**config.mk**
```make
export PLATFORM = sky130hd
export DESIGN_NAME = note_tile_drawer
export DESIGN_NICKNAME = d
export VERILOG_FILES = /design/src/rtl/note_tile_drawer.sv
export SDC_FILE = /design/constraint.sdc
export NUM_CORES = 1
export LEC_CHECK = 0
export CORE_MARGIN = 5
export CORE_UTILIZATION = 57
export DETAILED_ROUTE_END_ITERATION = 16
export PLACE_DENSITY = 0.8
export SYNTH_ARGS = -nofsm -noshare
export SYNTH_HDL_FRONTEND = slang
export SYNTH_SLANG_ARGS = --single-unit
```
**constraint.sdc**
```tcl
create_clock -name clk -period 4.31 [get_ports clk]
set_clock_uncertainty 0.1 [all_clocks]
set_input_delay 0.6465 -clock clk [delete_from_list [all_inputs] [get_ports clk]]
set_output_delay 0.6465 -clock clk [all_outputs]
set_load 0.03 [all_outputs]
```
**src/rtl/note_tile_drawer.sv**
```systemverilog
// rtl/note_tile_drawer.sv - erase/redraw of one lane's falling note tile into the VGA frame-buffer write port
// Optional feature macro: TILE_OUTLINE_EN (draw the tile border in OUTLINE_COLOUR).
module note_tile_drawer #(
    parameter int                  X_POS          = 100,
    parameter int                  TILE_W         = 8,
    parameter int                  TILE_H         = 4,
    parameter int                  Y_MAX          = 240,
    parameter int                  COLOUR_W       = 3,
    parameter logic [COLOUR_W-1:0] TILE_COLOUR    = 3'b110,
    parameter logic [COLOUR_W-1:0] BG_COLOUR      = 3'b000,
    parameter logic [COLOUR_W-1:0] OUTLINE_COLOUR = 3'b111
) (
    input  logic                clk,
    input  logic                resetn,
    input  logic                data_en_i,
    input  logic [7:0]          data_i,
    output logic [8:0]          x_o,
    output logic [7:0]          y_o,
    output logic [COLOUR_W-1:0] colour_o,
    output logic                plot_o,
    output logic                busy_o,
    output logic                done_o
);

    typedef enum logic [1:0] {S_IDLE, S_ERASE, S_DRAW, S_DONE} state_t;

    localparam logic [4:0] DX_LAST = 5'(TILE_W - 1);
    localparam logic [4:0] DY_LAST = 5'(TILE_H - 1);
    localparam logic [8:0] X_BASE  = 9'(X_POS);
    localparam logic [8:0] Y_LIMIT = 9'(Y_MAX);
`ifdef TILE_OUTLINE_EN
    localparam bit OUTLINE_EN = 1'b1;
`else
    localparam bit OUTLINE_EN = 1'b0;
`endif

    state_t                state_q;
    logic [4:0]            dx_q, dy_q;
    logic [7:0]            old_y_q, new_y_q, req_y_q, shown_y_q;
    logic                  shown_valid_q;
    logic [8:0]            x_q;
    logic [7:0]            y_q;
    logic [COLOUR_W-1:0]   colour_q;
    logic                  plot_q, busy_q, done_q;

    logic [7:0]            base_y;
    logic [8:0]            y_d;
    logic [8:0]            x_d;
    logic [COLOUR_W-1:0]   colour_d;
    logic                  plot_d;
    logic                  on_border, last_x, last_pix;

    // Pixel for the current scan position; y is kept 9 bits wide so rows past the bottom clip rather than wrap.
    always_comb begin
        base_y    = (state_q == S_ERASE) ? old_y_q : new_y_q;
        y_d       = {1'b0, base_y} + {4'b0, dy_q};
        x_d       = X_BASE + {4'b0, dx_q};
        on_border = (dx_q == 5'd0) || (dx_q == DX_LAST) || (dy_q == 5'd0) || (dy_q == DY_LAST);
        last_x    = (dx_q == DX_LAST);
        last_pix  = last_x && (dy_q == DY_LAST);
        plot_d    = (y_d < Y_LIMIT);
        if (state_q == S_ERASE) begin
            colour_d = BG_COLOUR;
        end else if (OUTLINE_EN && on_border) begin
            colour_d = OUTLINE_COLOUR;
        end else begin
            colour_d = TILE_COLOUR;
        end
    end

    always_ff @(posedge clk or negedge resetn) begin
        if (!resetn) begin
            state_q       <= S_IDLE;
            dx_q          <= 5'd0;
            dy_q          <= 5'd0;
            old_y_q       <= 8'd0;
            new_y_q       <= 8'd0;
            req_y_q       <= 8'd0;
            shown_y_q     <= 8'd0;
            shown_valid_q <= 1'b0;
            x_q           <= 9'd0;
            y_q           <= 8'd0;
            colour_q      <= BG_COLOUR;
            plot_q        <= 1'b0;
            busy_q        <= 1'b0;
            done_q        <= 1'b0;
        end else begin
            if (data_en_i) begin
                req_y_q <= data_i;
            end
            plot_q <= 1'b0;
            busy_q <= 1'b0;
            done_q <= 1'b0;
            case (state_q)
                S_IDLE: begin
                    if (data_en_i && (!shown_valid_q || data_i != shown_y_q)) begin
                        old_y_q <= shown_y_q;
                        new_y_q <= data_i;
                        dx_q    <= 5'd0;
                        dy_q    <= 5'd0;
                        state_q <= shown_valid_q ? S_ERASE : S_DRAW;
                    end
                end
                S_ERASE, S_DRAW: begin
                    x_q      <= x_d;
                    y_q      <= y_d[7:0];
                    colour_q <= colour_d;
                    plot_q   <= plot_d;
                    busy_q   <= 1'b1;
                    if (last_pix) begin
                        dx_q <= 5'd0;
                        dy_q <= 5'd0;
                        if (state_q == S_ERASE) begin
                            state_q <= S_DRAW;
                        end else begin
                            shown_y_q     <= new_y_q;
                            shown_valid_q <= 1'b1;
                            state_q       <= S_DONE;
                        end
                    end else if (last_x) begin
                        dx_q <= 5'd0;
                        dy_q <= dy_q + 5'd1;
                    end else begin
                        dx_q <= dx_q + 5'd1;
                    end
                end
                S_DONE: begin
                    done_q <= 1'b1;
                    // Only the newest request survives; anything that arrived mid-redraw is dropped.
                    if (req_y_q != shown_y_q) begin
                        old_y_q <= shown_y_q;
                        new_y_q <= req_y_q;
                        dx_q    <= 5'd0;
                        dy_q    <= 5'd0;
                        state_q <= S_ERASE;
                    end else begin
                        state_q <= S_IDLE;
                    end
                end
                default: state_q <= S_IDLE;
            endcase
        end
    end

    assign x_o      = x_q;
    assign y_o      = y_q;
    assign colour_o = colour_q;
    assign plot_o   = plot_q;
    assign busy_o   = busy_q;
    assign done_o   = done_q;

endmodule

```
==> results of run 1 <==
routing by layer:
layer,vias to the layer above,GRT usage (%)
li1,1075,-
met1,1134,24.7
met2,48,32.4
met3,21,3.76
met4,0,10.3
met5,-,0
synthesized netlist by cell type, types with 2 or more instances:
library cell,n
nand3_1,12
mux2_2,53
dfrtp_1,65
o31ai_1,8
xnor2_1,10
nor4_1,2
mux2i_1,5
xor2_1,13
inv_1,8
mux2_1,3
buf_4,4
o21ai_0,8
a31oi_1,4
and2_1,2
a21oi_1,7
nor2b_1,3
nand2_1,15
o211ai_1,3
o41ai_1,2
nor2_1,2
nand2b_1,2
nand4_1,2
clkbuf_1,6
and3_1,2
o2bb2ai_1,2
ha_1,15
sequential cells by signal (all words and copies together) (netlist names), 2 cells and up:
name / count
dy_q: 5
state_q: 2
old_y_q: 8
x_o: 8
req_y_q: 8
new_y_q: 8
dx_q: 5
shown_y_q: 8
y_o: 8
kinds of logic (layout without fill, tap and decap cells):
family | after synthesis | count (layout) | synth area share, %
flops | 65 | 65 | 47.2
mux | 62 | 62 | 20.2
simple gates | 50 | 50 | 8.42
compound gates | 43 | 43 | 9.43
xor+xnor | 23 | 23 | 5.84
buf+inv | 20 | 56 | 2.83
fa+ha+maj | 16 | 16 | 6.02
other cells | 1 | 2 | 0.109
path summary, 6_finish.rpt:
kind,endpoint,slack (ns)
max,plot_o,1.10
min in group asynchronous,done_o,0.39
max reg2reg,plot_o,1.10
min,x_o[5],0.38
max in group asynchronous,y_o[0],2.87
min reg2reg,x_o[5],0.38
worst max-delay path: stages (launching register included):
cell	delay, ns
dfrtp_1	0.40
inv_1	0.12
ha_1	0.51
mux2_2	0.40
ha_1	0.21
fa_1	0.40
a21oi_1	0.24
o21bai_1	0.15
a21oi_1	0.21
o31ai_1	0.10
a41oi_1	0.25
metrics by stage:
stage	cells	instance area (sq um)	hold WS [ns]	total power, uW	util (%)
finish	392	3980	0.378	2890	67.6
detailed placement	376	3790	0.367	2390	64.4
CTS	392	3980	0.383	2910	67.6
global route	392	3980	0.392	3100	67.6
global placement	376	3790	0.363	2350	64.4
floorplan	281	3450	0.251	2000	-
report_power, final:
group / leakage (uW) / internal (uW) / switching (uW)
Sequential: 0.000824 / 788 / 130
Combinational: 0.000901 / 675 / 786
Clock: 0.0000974 / 282 / 232
Total: 0.00182 / 1750 / 1150
layout by cell type (no fill, tap or decap), drive strengths merged, types with 3 or more instances in the layout:
master         synthesis  final
a21oi                  7      7
a31oi                  5      5
clkbuf                 6     13
clkdlybuf4s50          0     30
dfrtp                 65     65
ha                    15     15
inv                    8      8
mux2                  57     57
mux2i                  5      5
nand2                 15     15
nand3                 12     12
nor2b                  3      3
nor4                   3      3
o211ai                 4      4
o21ai                  8      8
o31ai                  8      8
o41ai                  3      3
xnor2                 10     10
xor2                  13     13
layout make-up:
cell class                 instances  area share, %
tap                               75           2.36
clock inverter                     3           1.01
multi-input combinational        196           43.4
clock buffer                      13           3.74
sequential                        65           40.9
timing repair buffer              32           7.86
inverter                           8          0.754
==> metrics.cfg, run 1 <==
[status]
outcome=complete, no violations

[die]
initial_core_util_pct=58.6
die_h_um=87.8
die-area_sq_um=7710
rows=28
core_sq_um=5890
io_pins=34
die_w_um=87.8

[critical_path]
crit_start=state_q[1]
rr_worst_depth=10
critPathKind=reg2reg
crit_path_end_kind=flop
worstPathArrival_ns=3.35
required_ns=4.45
cp_max_fo=12
rr_startpoint=state_q[1]
crit_path_start_kind=flop

[logic_synthesis]
ys.flop_type=dfrtp_1
ys_ff_latch=65
synthCells=280
ys_types=48
synth_edf_count=0
yosys.area.top_type=dfrtp_1
synth.top_cell.area_share_pct=47.2
ys_top_cells_by_area=dfrtp_1 47%, mux2_2 17%, ha_1 5.4%
ys_warn_count=0
ys_async_sr_fraction_pct=100
ys_seq_area_share_pct=47.2
syn-cell-area_sq_um=3450
syn_area_per_cell_sq_um=12.3

[sta]
rsz0062_at_grt=false
tightest_slew_ns=1.05
layout_setup_ws_ns=1.10
setup_viol=0
hold_violations=0
tns_ns=0
slew_violations=0
fmax_mhz=312
slew_headroom_pct=30.3
post-route-min-period_ns=3.21
fin_crit_sh_pct=74.4

[drt]
firstDrtPassIters=4
top_layer=met4
wl_met1_um=2940
routed-wl-met3_um=216
viasPerCell=5.81
wl_um=6740
wire_per_inst_um=17.2
drc=0
drt_iter0_markers=184
wl_met2_um=3390
routed-via-count=2278
ant_nets=0

[clock_tree]
cts_tree=done
h-tree-depth=3
clock_path_buffers=2
cts.sinks=65
root_buffer=clkbuf_8
clock_latency_ns=0.34
clk_pin_slew_ns=0.07
postCtsSetupBuffers=0
ctsHoldBuffers=0
cts_buffers=9
ctsResizeCount=0

[place]
post-place-ws_ns=1.13
numPortBuffers=31
place.gp.congestion=0.849
hpwlAfterDp_um=4760

[global_route]
gr-total-overflow=0
grt_pass1_vias=2341
track_usage_pct=19.7
grt_first_pass_wirelength_um=11500
antenna_found_initial=0
grt_max_degree=49

[worst_hold_path]
min_path_cells=1
hold_class=reg2reg
hold_start=x_o[5]

[cells_and_area]
area_delta_synth_final_pct=15.4
fill_cells=439
nNetsFinal=339
multi_input_area_sq_um=1730
regArea_sq_um=1630
final_layout_size_suffix_gt1_share_pct=24.3
n_antenna_cell=0

[run]
maxCapViolCount=0

[power]
ir_worst_vdd_mv=0.550
leakage_uw=0.00182
power_density_nw_per_um2=727

No activity file was read; power rests on OpenSTA's default activity.
==> inputs of run 2 (changes only) <==
--- a/config.mk
+++ b/config.mk
@@ -6,9 +6,9 @@
 export NUM_CORES = 1
 export LEC_CHECK = 0
 export CORE_MARGIN = 5
-export CORE_UTILIZATION = 57
+export CORE_UTILIZATION = 52
 export DETAILED_ROUTE_END_ITERATION = 16
-export PLACE_DENSITY = 0.8
+export PLACE_DENSITY = 0.77
 export SYNTH_ARGS = -nofsm -noshare
 export SYNTH_HDL_FRONTEND = slang
 export SYNTH_SLANG_ARGS = --single-unit
==> constraint.sdc (replaced) <==
create_clock -name clk -period 2.6 [get_ports clk]
set_clock_uncertainty 0.1 [all_clocks]
set_input_delay 0.39 -clock clk [delete_from_list [all_inputs] [get_ports clk]]
set_output_delay 0.39 -clock clk [all_outputs]
set_load 0.03 [all_outputs]
==> run 2 against run 1 <==
Effect of this change:
- the flow now finishes with violations (hold timing)
- count of clock-buffer cells in the layout is 2 lower
- worst hold slack got worse by 0.38 ns
- sequential share of layout area down 2.1 points
- maximum frequency up 26%
- sequential power rose by 64%
- critical path type unchanged
==> metrics.cfg, run 2 (synthesis results as in run 1) <==
[sta]
post-route-min-period_ns=2.55  ; -0.659 ns
setup_viol=0  ; unchanged
rsz0062_at_grt=true
fmax_mhz=392  ; +26%
hold-worst-slack_ns=-0.00605  ; -0.384 ns
hold_violations=9  ; +9
layout_setup_ws_ns=0.0505  ; -1.05 ns
tightest_slew_ns=0.716  ; -0.329 ns
slew_violations=0  ; unchanged
fin_crit_sh_pct=98.1  ; +24 points
slew_headroom_pct=52.3  ; +22 points

[critical_path]
worstPathArrival_ns=2.68  ; -0.67 ns
rr_startpoint=state_q[1]
rr_worst_depth=10  ; unchanged
critPathKind=reg2reg
r2r-end=y_o[6]
crit_path_end_kind=flop
crit_path_start_kind=flop
required_ns=2.73  ; -1.72 ns
cp_max_fo=6  ; -6
rrSetupSlack_ns=0.05  ; -1.05 ns

[drt]
viasPerCell=5.57  ; -4.1%
firstDrtPassIters=4  ; unchanged
wire_per_inst_um=16.4  ; -4.7%
ant_nets=0  ; unchanged
routed-via-count=2284  ; +0.26%
drc=0  ; unchanged
drt_iter0_markers=92  ; -50%
wl_um=6720  ; -0.34%

[clock_tree]
cts.sinks=65  ; unchanged
h-tree-depth=3  ; unchanged
cts_buffers=9  ; unchanged
clock_latency_ns=0.34  ; about the same
clock_path_buffers=2  ; unchanged
cts_tree=done
clk_pin_slew_ns=0.07  ; about the same
root_buffer=clkbuf_8

[global_route]
grt_max_degree=37  ; -24%
track_usage_pct=17.7  ; -2.1 points
antenna_found_initial=0  ; unchanged
grt_pass1_vias=2437  ; +4.1%
gr-total-overflow=0  ; unchanged
grt_first_pass_wirelength_um=11900  ; +3.8%

[status]
failed_checks=hold timing
outcome=finished with violations

[place]
hpwlAfterDp_um=4890  ; +2.6%
numPortBuffers=31  ; unchanged
place.gp.congestion=0.796  ; -6.3%
post-place-ws_ns=-0.0130  ; -1.14 ns

[cells_and_area]
n_antenna_cell=0  ; unchanged
final_common_cell=dfrtp_1
utilization_pct=65.7  ; -1.9 points
final_layout_size_suffix_gt1_share_pct=30.6  ; +6.3 points
nNetsFinal=355  ; +4.7%
area_delta_synth_final_pct=21.7
final_cell_mix=65 x dfrtp_1, 51 x mux2_2, 30 x clkdlybuf4s50_1

[power]
comb_power_share_pct=53.5  ; +3.0 points
leakage_uw=0.00191  ; +4.8%
report.power.total_uw=5130  ; +77%
ir_worst_vdd_mv=0.863  ; +57%
switching_share_pct=38.6  ; -1.1 points
seqPwrFrac_pct=29.6  ; -2.1 points
switching_power_uw=1980  ; +72%
power_density_nw_per_um2=1220  ; +68%
clkPwrFrac_pct=16.9  ; -0.9 points
intPower_uw=3150  ; +80%

[die]
rows=29  ; +3.6%
initial_core_util_pct=54.0  ; -4.6 points
io_pins=34  ; unchanged
die-area_sq_um=8360  ; +8.5%
core_sq_um=6390  ; +8.5%
die_h_um=91.4  ; +4.2%
die_w_um=91.4  ; +4.2%

[run]
maxCapViolCount=0  ; unchanged

[worst_hold_path]
hold_class=in2async

-- run 2: cell count changes in the layout (fill, tap and decap cells not counted), moves of 2 or more --
| cell | before | now |
|---|---|---|
| buf_12 | 0 | 2 |
| buf_4 | 1 | 15 |
| clkbuf_1 | 3 | 1 |
| clkinvlp_4 | 0 | 2 |
| ha_1 | 15 | 11 |
| ha_4 | 0 | 3 |
| mux2_2 | 53 | 51 |
| mux2_4 | 1 | 3 |
-- run 2: how the worst max path moves through the flow --
| stage | end | startpoint | cells past startpoint |
|---|---|---|---|
| finish | y_o[6] | state_q[1] | 10 |
| global route | y_o[6] | state_q[1] | 10 |
| CTS | y_o[6] | state_q[1] | 10 |
| detailed placement | y_o[6] | state_q[1] | 10 |
| global placement | y_o[6] | state_q[1] | 10 |
| floorplan | y_o[6] | state_q[1] | 11 |
-- run 2: stage by stage --
| stage | setup TNS, ns | hold WS, ns | instances | area, sq um |
|---|---|---|---|---|
| final | 0 | -0.00605 | 410 | 4200 |
| after global routing | -0.195 | 0.0489 | 410 | 4200 |
| after CTS | 0 | 0.0174 | 410 | 4170 |
| after detailed placement | -0.0130 | 0.367 | 391 | 3950 |
| after global placement | 0 | 0.363 | 391 | 3950 |
| after floorplan | 0 | -0.00559 | 281 | 3500 |
-- run 2: timing repair --
action	in CTS	in global routing
endpoints found under the setup margin	1	3
pin swaps	1	3
hold endpoints to repair	0	0
hold buffers	0	0
setup buffers	3	0
gates resized for setup	0	5
-- run 2: final cells by class --
cell class	count	area, sq um
Tap cell	77	96.3
Clock inverter	5	55.1
Multi-Input combinational cell	196	1790
Fill cell	502	2190
Sequential cell	65	1630
Timing Repair Buffer	48	458
Inverter	8	30.0
Clock buffer	11	141
-- run 2: critical path: stages (launching register included) --
cell and delay (ns):
dfrtp_1 0.40, inv_2 0.09, ha_4 0.19, mux2_4 0.32
ha_4 0.16, fa_2 0.37, a21oi_4 0.15, o211ai_1 0.13
xnor2_1 0.15, mux2i_1 0.11, mux2_4 0.26
-- run 2: power groups by stage --
stage | Combinational, uW | Sequential (uW) | Clock (uW)
floorplan | 1620 | 1750 | 0
global placement | 2630 | 1530 | 0
detailed placement | 2670 | 1540 | 0
CTS | 2720 | 1520 | 878
global route | 3000 | 1560 | 936
finish | 2740 | 1510 | 867
-- run 2: per-layer routing --
| layer | global-route usage, % | part of all wire (%) | vias up |
|---|---|---|---|
| met4 | 6.85 | 2.0 | 0 |
| met1 | 23.4 | 45 | 1108 |
| li1 | - | - | 1109 |
| met2 | 27.4 | 49 | 55 |
| met3 | 4.88 | 4.6 | 12 |
| met5 | 0 | 0 | - |
==> inputs of run 3 (changes only) <==
--- a/config.mk
+++ b/config.mk
@@ -5,6 +5,7 @@
 export SDC_FILE = /design/constraint.sdc
 export NUM_CORES = 1
 export LEC_CHECK = 0
+export CORE_ASPECT_RATIO = 0.5
 export CORE_MARGIN = 5
 export CORE_UTILIZATION = 52
 export DETAILED_ROUTE_END_ITERATION = 16
==> run 3 against run 2 <==
Effect of this change:
- the run now ends clean
- count of clock-buffer cells in the layout grew 1
- critical endpoint unchanged
- largest power group unchanged
- final cell count grew 4.4%
- sequential power is essentially flat
- critical path depth is the same
==> metrics.cfg, run 3 (synthesis results as in run 1) <==
[power]
comb_power_share_pct=50.6  ; -2.9 points
power_density_nw_per_um2=1320  ; +8.4%
seqPwrFrac_pct=26.5  ; -3.1 points
ir_worst_vdd_mv=0.529  ; -39%
clkPwrFrac_pct=22.9  ; +6.0 points
switching_power_uw=2180  ; +10%
leakage_uw=0.00198  ; +3.8%
report.power.total_uw=5830  ; +14%
switching_share_pct=37.4  ; -1.3 points
intPower_uw=3650  ; +16%

[die]
die_h_um=67.6  ; -26%
rows=21  ; -28%
die-area_sq_um=8460  ; +1.2%
io_pins=34  ; unchanged
die_w_um=125  ; +37%
core_sq_um=6570  ; +2.9%
initial_core_util_pct=52.5  ; -1.5 points

[cells_and_area]
fill_cells=486  ; -3.2%
final_common_cell=dfrtp_1
nNetsFinal=358  ; +0.85%
regArea_sq_um=1630  ; unchanged
multi_input_area_sq_um=1820  ; +1.5%
n_antenna_cell=0  ; unchanged
area_delta_synth_final_pct=27.6
utilization_pct=67.0  ; +1.3 points
final_cell_mix=65 x dfrtp_1, 51 x mux2_2, 30 x clkdlybuf4s50_1
fin_area_sq_um=4400  ; +4.8%
final_layout_size_suffix_gt1_share_pct=31.8  ; +1.2 points

[critical_path]
crit_path_start_kind=flop
worstPathArrival_ns=2.70  ; +0.02 ns
cp_common_cell=ha_4
critPathSlowestCell=dfrtp_1
required_ns=2.71  ; -0.02 ns
crit_family=adder cells
crit_chain=inv_2 -> ha_4 -> mux2_4 -> ha_4 -> fa_2 -> a21oi_4 -> o211ai_1 -> xnor2_1 -> mux2i_1 -> mux2_2
critPathKind=reg2reg
cp_max_fo=4  ; -2
cp_num_buf_inv=1  ; unchanged
rr_worst_depth=10  ; unchanged
slowest_delay_ns=0.39  ; about the same
crit_path_end_kind=flop
crit_cells=10  ; unchanged
rrSetupSlack_ns=0.008  ; -0.04 ns

[clock_tree]
root_buffer=clkbuf_16
cts_tree=done
cts.sinks=65  ; unchanged
clk_pin_slew_ns=0.05  ; -0.02 ns
cts_buffers=9  ; unchanged
clock_path_buffers=2  ; unchanged
clock_latency_ns=0.33  ; about the same
h-tree-depth=3  ; unchanged

[worst_hold_path]
hold_class=in2async

[drt]
viasPerCell=5.65  ; +1.5%
drt_iter0_markers=160  ; +74%
wire_per_inst_um=18.5  ; +13%
drc=0  ; unchanged
ant_nets=0  ; unchanged
firstDrtPassIters=4  ; unchanged
wl_um=7900  ; +18%
routed-via-count=2419  ; +5.9%

[status]
outcome=complete, no violations

[sta]
hold_violations=0  ; -9
tightest_slew_ns=0.808  ; +0.0926 ns
layout_setup_ws_ns=0.00808  ; -0.0424 ns
slew_headroom_pct=46.1  ; -6.2 points
post-route-min-period_ns=2.59  ; +0.0424 ns
fmax_mhz=386  ; -1.6%
fin_crit_sh_pct=99.7  ; +1.6 points
setup_viol=0  ; unchanged
rsz0062_at_grt=true
slew_violations=0  ; unchanged

[place]
post-place-ws_ns=-0.0664  ; -0.0534 ns
numPortBuffers=31  ; unchanged
place.gp.congestion=0.912  ; +15%
hpwlAfterDp_um=5180  ; +6.0%
place_area_sq_um=3950  ; about the same

[run]
maxCapViolCount=0  ; unchanged

[global_route]
antenna_found_initial=0  ; unchanged
grt_max_degree=66  ; +78%
grt_pass1_vias=2537  ; +4.1%
grt_first_pass_wirelength_um=12900  ; +8.6%
gr-total-overflow=0  ; unchanged
track_usage_pct=19.7  ; +2.1 points

run 3: worst paths after layout:
kind,start,endpoint
setup / recovery,state_q[1],y_o[6]
hold / removal,resetn,req_y_q[2]
setup reg to reg,state_q[1],y_o[6]
hold reg to reg,x_o[5],x_o[5]
max in group asynchronous,resetn,dy_q[0]
min in group clk,x_o[5],x_o[5]
run 3: power groups by stage:
stage	clock network [uW]	logic (uW)	registers (uW)
2_1_floorplan	0	1620	1750
3_3_place_gp	0	2610	1530
3_5_place_dp	0	2690	1550
4_1_cts	1340	2820	1540
5_1_grt	1390	3160	1580
6_report	1330	2950	1540
run 3: area by class of cell:
type / count / share of cell area, %
clock buffers: 12 / 5.83
clock inverters: 4 / 1.71
inverters: 8 / 0.683
multi-input cells: 196 / 41.3
flip-flops and latches: 65 / 37.0
well taps: 92 / 2.62
repair buffers: 51 / 10.9
run 3: stage by stage:
step	hold slack, ns	TNS (ns)	instances
after floorplan	-0.00559	0	281
after global placement	0.363	0	405
after detailed placement	0.378	-0.0664	405
after CTS	0.166	0	427
after global routing	0.221	-0.103	428
final	0.125	0	428
run 3: worst register-to-register path, delay by kind of cell, from the launching register on:
| kind | cells | cell delay [ns] |
|---|---|---|
| xor gates and xnor gates | 1 | 0.19 |
| adders and majority gates | 3 | 0.71 |
| buffers and inverters | 1 | 0.08 |
| DFF | 1 | 0.39 |
| muxes | 3 | 0.71 |
| AOI/OAI and AO/OA | 2 | 0.29 |
run 3: repair_timing:
action,CTS,global route
cloned,0,0
buffers inserted,6,1
resized for setup,0,9
setup endpoints to repair,1,3
pin swaps,2,3
hold buffers,0,0
run 3: routing by layer:
layer / GRT usage (%) / share of wire, %
met1: 24.6 / 46
met2: 34.8 / 48
met3: 4.90 / 3.8
met4: 5.81 / 2.2
met5: 0 / 0
